--- config.mk ---
export PLATFORM = sky130hd
export DESIGN_NAME = display_demux_60
export DESIGN_NICKNAME = d
export VERILOG_FILES = /design/src/rtl/display_demux_60_pkg.sv /design/src/rtl/display_demux_60_seg7_decoder.sv /design/src/rtl/display_demux_60.sv
export SDC_FILE = /design/constraint.sdc
export NUM_CORES = 1
export LEC_CHECK = 0
export BUFFER_PORTS_ARGS = -buffer_cell sky130_fd_sc_hd__clkbuf_2
export CAP_MARGIN = 20
export CORE_MARGIN = 4
export CORE_UTILIZATION = 55
export DETAILED_ROUTE_END_ITERATION = 12
export PLACE_DENSITY = 0.82
export RECOVER_POWER = 100
export SETUP_SLACK_MARGIN = 0.5
export SKIP_CTS_REPAIR_TIMING = 1
export SYNTH_ARGS = -nofsm -noshare
export SYNTH_HDL_FRONTEND = slang
export SYNTH_SLANG_ARGS = --single-unit
--- constraint.sdc ---
create_clock -name clk -period 5.2 [get_ports clk]
set_clock_uncertainty 0.05 [all_clocks]
set_input_delay 1.04 -clock clk [delete_from_list [all_inputs] [get_ports clk]]
set_output_delay 1.04 -clock clk [all_outputs]
set_load 0.02 [all_outputs]
--- src/rtl/display_demux_60_pkg.sv ---
// Shared constants, FSM encoding and digit helpers for the BCD seconds display demultiplexer.
package display_demux_60_pkg;

  localparam int unsigned MAX_LOW  = 9;
  localparam int unsigned MAX_HIGH = 5;
  localparam int unsigned MOD      = 60;

  localparam int unsigned LOW_W  = 4;
  localparam int unsigned HIGH_W = 3;
  localparam int unsigned SEG_W  = 7;
  localparam int unsigned VAL_W  = 6;
  localparam int unsigned CNT_W  = 8;

  localparam logic [1:0] ST_WAIT_ANY  = 2'd0;
  localparam logic [1:0] ST_WAIT_HIGH = 2'd1;
  localparam logic [1:0] ST_WAIT_LOW  = 2'd2;

  // Digit to active-high segments {g,f,e,d,c,b,a}; non-decimal codes blank.
  function automatic logic [SEG_W-1:0] seg_encode(input logic [LOW_W-1:0] digit);
    logic [SEG_W-1:0] seg;
    case (digit)
      4'd0:    seg = 7'b0111111;
      4'd1:    seg = 7'b0000110;
      4'd2:    seg = 7'b1011011;
      4'd3:    seg = 7'b1001111;
      4'd4:    seg = 7'b1100110;
      4'd5:    seg = 7'b1101101;
      4'd6:    seg = 7'b1111101;
      4'd7:    seg = 7'b0000111;
      4'd8:    seg = 7'b1111111;
      4'd9:    seg = 7'b1101111;
      default: seg = 7'b0000000;
    endcase
    return seg;
  endfunction

  function automatic logic [VAL_W-1:0] to_value(input logic [HIGH_W-1:0] high,
                                                input logic [LOW_W-1:0]  low);
    return VAL_W'(high) * VAL_W'(10) + VAL_W'(low);
  endfunction

endpackage

--- src/rtl/display_demux_60_seg7_decoder.sv ---
// Seven-segment decode of one committed digit, blanked when the display is not current.
module seg7_decoder
  import display_demux_60_pkg::*;
(
  input  logic [LOW_W-1:0] digit_i,
  input  logic             blank_i,
  output logic [SEG_W-1:0] seg_o
);

  assign seg_o = blank_i ? '0 : seg_encode(digit_i);

endmodule

--- src/rtl/display_demux_60.sv ---
// Reassembles a time-multiplexed low/high BCD digit pair into a committed 0..59 value,
// with change classification, link-stale detection and sticky protocol errors.
module display_demux_60
  import display_demux_60_pkg::*;
#(
  parameter int unsigned STALE_LIMIT = 16
) (
  input  logic              clk,
  input  logic              reset,
  input  logic [LOW_W-1:0]  muxed_digits,
  input  logic              en_low_digit,
  input  logic              en_high_digit,
  output logic [LOW_W-1:0]  low_digit,
  output logic [HIGH_W-1:0] high_digit,
  output logic [SEG_W-1:0]  seg_low,
  output logic [SEG_W-1:0]  seg_high,
  output logic              frame_valid,
  output logic              sec_tick,
  output logic              jump,
  output logic              stale,
  output logic              err_sticky
);

  logic [1:0]        state_q, state_d;
  logic [LOW_W-1:0]  low_hold_q, low_hold_d;
  logic [HIGH_W-1:0] high_hold_q, high_hold_d;
  logic              high_bad_q, high_bad_d;
  logic [LOW_W-1:0]  low_q, low_d;
  logic [HIGH_W-1:0] high_q, high_d;
  logic              frame_valid_q, frame_valid_d;
  logic              sec_tick_q, sec_tick_d;
  logic              jump_q, jump_d;
  logic              stale_q, stale_d;
  logic              err_q, err_d;
  logic [CNT_W-1:0]  idle_q, idle_d;

  logic              commit;
  logic [LOW_W-1:0]  cand_low;
  logic [HIGH_W-1:0] cand_high;
  logic              cand_bad;
  logic [VAL_W-1:0]  new_val, prev_val, succ_val;

  always_ff @(posedge clk or posedge reset) begin
    if (reset) begin
      state_q       <= ST_WAIT_ANY;
      low_hold_q    <= '0;
      high_hold_q   <= '0;
      high_bad_q    <= 1'b0;
      low_q         <= '0;
      high_q        <= '0;
      frame_valid_q <= 1'b0;
      sec_tick_q    <= 1'b0;
      jump_q        <= 1'b0;
      stale_q       <= 1'b0;
      err_q         <= 1'b0;
      idle_q        <= '0;
    end else begin
      state_q       <= state_d;
      low_hold_q    <= low_hold_d;
      high_hold_q   <= high_hold_d;
      high_bad_q    <= high_bad_d;
      low_q         <= low_d;
      high_q        <= high_d;
      frame_valid_q <= frame_valid_d;
      sec_tick_q    <= sec_tick_d;
      jump_q        <= jump_d;
      stale_q       <= stale_d;
      err_q         <= err_d;
      idle_q        <= idle_d;
    end
  end

  always_comb begin
    state_d       = state_q;
    low_hold_d    = low_hold_q;
    high_hold_d   = high_hold_q;
    high_bad_d    = high_bad_q;
    low_d         = low_q;
    high_d        = high_q;
    frame_valid_d = frame_valid_q;
    sec_tick_d    = 1'b0;
    jump_d        = 1'b0;
    stale_d       = stale_q;
    err_d         = err_q;
    idle_d        = idle_q;
    commit        = 1'b0;
    cand_low      = low_hold_q;
    cand_high     = high_hold_q;
    cand_bad      = high_bad_q;
    new_val       = '0;
    prev_val      = to_value(high_q, low_q);
    succ_val      = (prev_val == VAL_W'(MOD - 1)) ? '0 : prev_val + VAL_W'(1);

    // Capture: the sample that supplies the missing half of a pair completes the frame.
    if (en_low_digit && en_high_digit) begin
      err_d   = 1'b1;
      state_d = ST_WAIT_ANY;
    end else if (en_low_digit) begin
      cand_low = muxed_digits;
      if (state_q == ST_WAIT_LOW) begin
        commit = 1'b1;
      end else begin
        low_hold_d = muxed_digits;
        state_d    = ST_WAIT_HIGH;
      end
    end else if (en_high_digit) begin
      cand_high = muxed_digits[HIGH_W-1:0];
      cand_bad  = muxed_digits[LOW_W-1];
      if (state_q == ST_WAIT_HIGH) begin
        commit = 1'b1;
      end else begin
        high_hold_d = muxed_digits[HIGH_W-1:0];
        high_bad_d  = muxed_digits[LOW_W-1];
        state_d     = ST_WAIT_LOW;
      end
    end

    // A pair that is not a legal 00..59 BCD value is dropped and only flagged.
    if (commit) begin
      state_d = ST_WAIT_ANY;
      if (cand_low <= LOW_W'(MAX_LOW) && cand_high <= HIGH_W'(MAX_HIGH) && !cand_bad) begin
        new_val       = to_value(cand_high, cand_low);
        low_d         = cand_low;
        high_d        = cand_high;
        frame_valid_d = 1'b1;
        if (frame_valid_q) begin
          if (new_val == succ_val) begin
            sec_tick_d = 1'b1;
          end else if (new_val != prev_val) begin
            jump_d = 1'b1;
          end
        end
      end else begin
        err_d = 1'b1;
      end
    end

    // Link watchdog: frame_valid doubles as "a previous value exists" for pulse classification.
    if (en_low_digit || en_high_digit) begin
      idle_d  = '0;
      stale_d = 1'b0;
    end else begin
      if (idle_q != CNT_W'(STALE_LIMIT)) begin
        idle_d = idle_q + CNT_W'(1);
      end
      if (idle_d == CNT_W'(STALE_LIMIT)) begin
        stale_d       = 1'b1;
        frame_valid_d = 1'b0;
        state_d       = ST_WAIT_ANY;
      end
    end
  end

  assign low_digit   = low_q;
  assign high_digit  = high_q;
  assign frame_valid = frame_valid_q;
  assign sec_tick    = sec_tick_q;
  assign jump        = jump_q;
  assign stale       = stale_q;
  assign err_sticky  = err_q;

  seg7_decoder u_seg_low (
    .digit_i (low_q),
    .blank_i (!frame_valid_q),
    .seg_o   (seg_low)
  );

  seg7_decoder u_seg_high (
    .digit_i ({1'b0, high_q}),
    .blank_i (!frame_valid_q),
    .seg_o   (seg_high)
  );

endmodule

==> flow_summary.ini <==
[placement]
numPortBuffers = 33
gp_congestion = 0.850
dp_hpwl_um = 3940
dp_slack_ns = 1.40

[floorplanning]
die_x_um = 75.7
core_area_um2 = 4380
die_h_um = 75.7
row_count = 24
io-pin-count = 34
die_area_um2 = 5720
start_util = 0.574

[logic_synthesis]
syn_area_per_cell_um2 = 9.80
synth_area_leaders = dfrtp_1 30%, ha_1 12%, mux2_2 5.4%
yosysUniqueCellTypes = 56
synthAdderAreaFrac = 0.140
synthCells = 257
synthXorXnorAreaFrac = 0.129
syn-num-nets = 292
synth.top_cell.area_share = 0.298
synth_top_family_by_area = simple AND/OR/NAND/NOR gates
synth_compound_area_frac = 0.143
async_reset_ff_frac = 1.00
seq_area_frac_synth = 0.298
syn_area_um2 = 2520
ys_ff_latch = 30
synthFlopType = dfrtp_1
synth_simple_gate_area_frac = 0.175
synth_mux_area_frac = 0.0736
ys_warn_count = 0
synth_edf_count = 0
synth_top_cell_by_area = dfrtp_1

[global_route]
grt_util_met2 = 0.348
grt_use_met3 = 0.0356
grt_pass1_wl_um = 8800
busiest_layer = met2
grt_max_degree = 18
grt-ovfl-total = 0
grt_pass1_vias = 1888
antenna_found_initial = 0
grt_util_all_layers = 0.201
grt_use_met1 = 0.262

[sta]
setup_violations = 0
tns_ns = 0
period_minus_slack_ns = 3.67
rsz0062_at_grt = no
final_max_slew_viol_count = 0
post-route-period-util = 0.706
slew_headroom = 0.478
setup_ws_ns = 1.53
worst_slew_pin_slew_ns = 0.783
timing.fmax_mhz = 272
hold_viol = 0

[worst_setup_path]
rr_worst_depth = 8
cpPeakStageDelay_ns = 0.41
worstPathMaxFanout = 7
cp_num_buf_inv = 1
path_cells = clkbuf_1 -> nand2b_1 -> mux2_1 -> ha_1 -> ha_1 -> a21oi_1 -> nor2b_1 -> xnor2_4 -> xnor2_1 -> xor2_1 -> nor4_2 -> a311oi_2
end_kind = flop
cp-start-kind = input port
required_ns = 5.34
cp-endpoint = jump
r2r_end = sec_tick
cp.depth = 12
path_class = input port to flop
arrival_ns = 3.81
r2r-start = high_digit[2]
crit_path_top_delay_cell = mux2_1
cp_top_family = simple AND/OR/NAND/NOR gates
cpMostUsedCell = ha_1
r2r_setup_slack_ns = 2.31
worstSetupStartpoint = en_low_digit

[hold_path]
hp-class = flop to flop

[layout]
layout.nets = 327
antenna_cells = 0
drive_gt1_frac = 0.119
syn_to_final_growth_pct = 9.05

[drt]
vias = 1932
drc = 0
routed_wl_um = 5020
firstDrtPassIters = 4
wl_per_cell_um = 14.6
first_iter_violations = 121
routed_via_density = 5.60
ant_nets = 0

[clocking]
htreeDepth = 2
numCtsBuffers = 5
root_buffer = clkbuf_8
path_clk_slew_ns = 0.06
clock_path_buffers = 2
clock_latency_ns = 0.28
clock-sinks = 30
cts_tree = done

[run_status]
outcome = finished clean

[job]
drv_cap = 0
[per-layer routing]
layer | up-vias | routed length [um]
met5 | - | 0
met4 | 0 | 36
met3 | 3 | 244
met2 | 40 | 2440
met1 | 922 | 2310
li1 | 967 | -
[how the worst min path moves through the flow]
stage               slack [ns]  depth (start not counted)              to      startpoint
finish                    0.45                          2      err_sticky      err_sticky
global route              0.48                          1  high_hold_q[0]  high_hold_q[0]
CTS                       0.46                          1  high_hold_q[0]  high_hold_q[0]
detailed placement        0.44                          2      err_sticky      err_sticky
global placement          0.44                          1  high_hold_q[0]  high_hold_q[0]
floorplan                 0.42                          1  high_hold_q[0]  high_hold_q[0]
[synthesized netlist by cell type (3+ instances only)]
| cell type | instances |
|---|---|
| a21boi_0 | 4 |
| a21o_1 | 3 |
| a21oi_1 | 14 |
| and2_1 | 5 |
| and3_1 | 3 |
| buf_4 | 3 |
| dfrtp_1 | 30 |
| ha_1 | 25 |
| inv_1 | 16 |
| mux2_2 | 12 |
| nand2_1 | 19 |
| nand2b_1 | 4 |
| nand3_1 | 8 |
| nor2_1 | 18 |
| nor2b_1 | 6 |
| nor3_1 | 3 |
| o21a_1 | 4 |
| o21ai_0 | 4 |
| o21ai_1 | 6 |
| xnor2_1 | 9 |
| xnor2_2 | 3 |
| xor2_1 | 13 |
[logic make-up after synthesis]
family                   count (synthesis)
flip-flops                              30
XOR/XNOR                                28
multiplexers                            16
AO/OA/AOI/OAI                           53
buffers and inverters                   22
adder cells (fa/ha/maj)                 27
AND/OR/NAND/NOR                         81
[worst register-to-register path, stage by stage (launching register included)]
cell     delay (ns)
dfrtp_1        0.60
ha_1           0.32
ha_1           0.35
a21oi_1        0.10
xnor2_1        0.52
nand3_1        0.14
a32oi_1        0.27
xor2_1         0.24
and4b_1        0.21
[registers in the layout (all words and copies together) (netlist names)]
name         flops
idle_q           8
low_digit        4
low_hold_q       4
high_digit       3
high_hold_q      3
state_q          2
err_sticky       1
frame_valid      1
high_bad_q       1
jump             1
sec_tick         1
stale            1
[cells in the final DEF (no fill, tap or decap), types with 3 or more instances in the layout]
master	Yosys	final
and3_1	3	4
dfrtp_1	30	30
nand3_1	8	8
a21o_1	3	3
a21oi_1	14	15
clkbuf_2	0	5
xnor2_1	9	10
nand2b_1	4	5
nand2_1	19	19
inv_1	16	16
o21ai_0	4	9
nor3_1	3	3
and2_1	5	4
mux2_2	12	11
nor2b_1	6	6
ha_1	25	25
clkbuf_1	1	29
xor2_1	13	13
o21a_1	4	4
a21boi_0	4	4
clkbuf_8	0	6
nor2_1	18	18
[metrics by stage]
stage          hold WS (ns)  utilization  cell area [um^2]  std cells
3_3_place_gp          0.438        0.617              2710        336
5_1_grt               0.481        0.626              2750        345
2_1_floorplan         0.425            -              2520        257
3_5_place_dp          0.440        0.620              2720        337
4_1_cts               0.461        0.642              2820        345
6_report              0.455        0.626              2750        345
[area by class of cell]
type | count | area, um^2
clock buffers | 6 | 82.6
well taps | 52 | 65.1
repair buffers | 34 | 134
multi-input cells | 205 | 1640
inverters | 16 | 60.1
clock inverters | 2 | 12.5
fillers | 402 | 1640
flip-flops and latches | 30 | 751
Power is left out: the tool's default activity adds up to more than one toggle a clock period on the data nets, which glitch-free logic cannot reach.
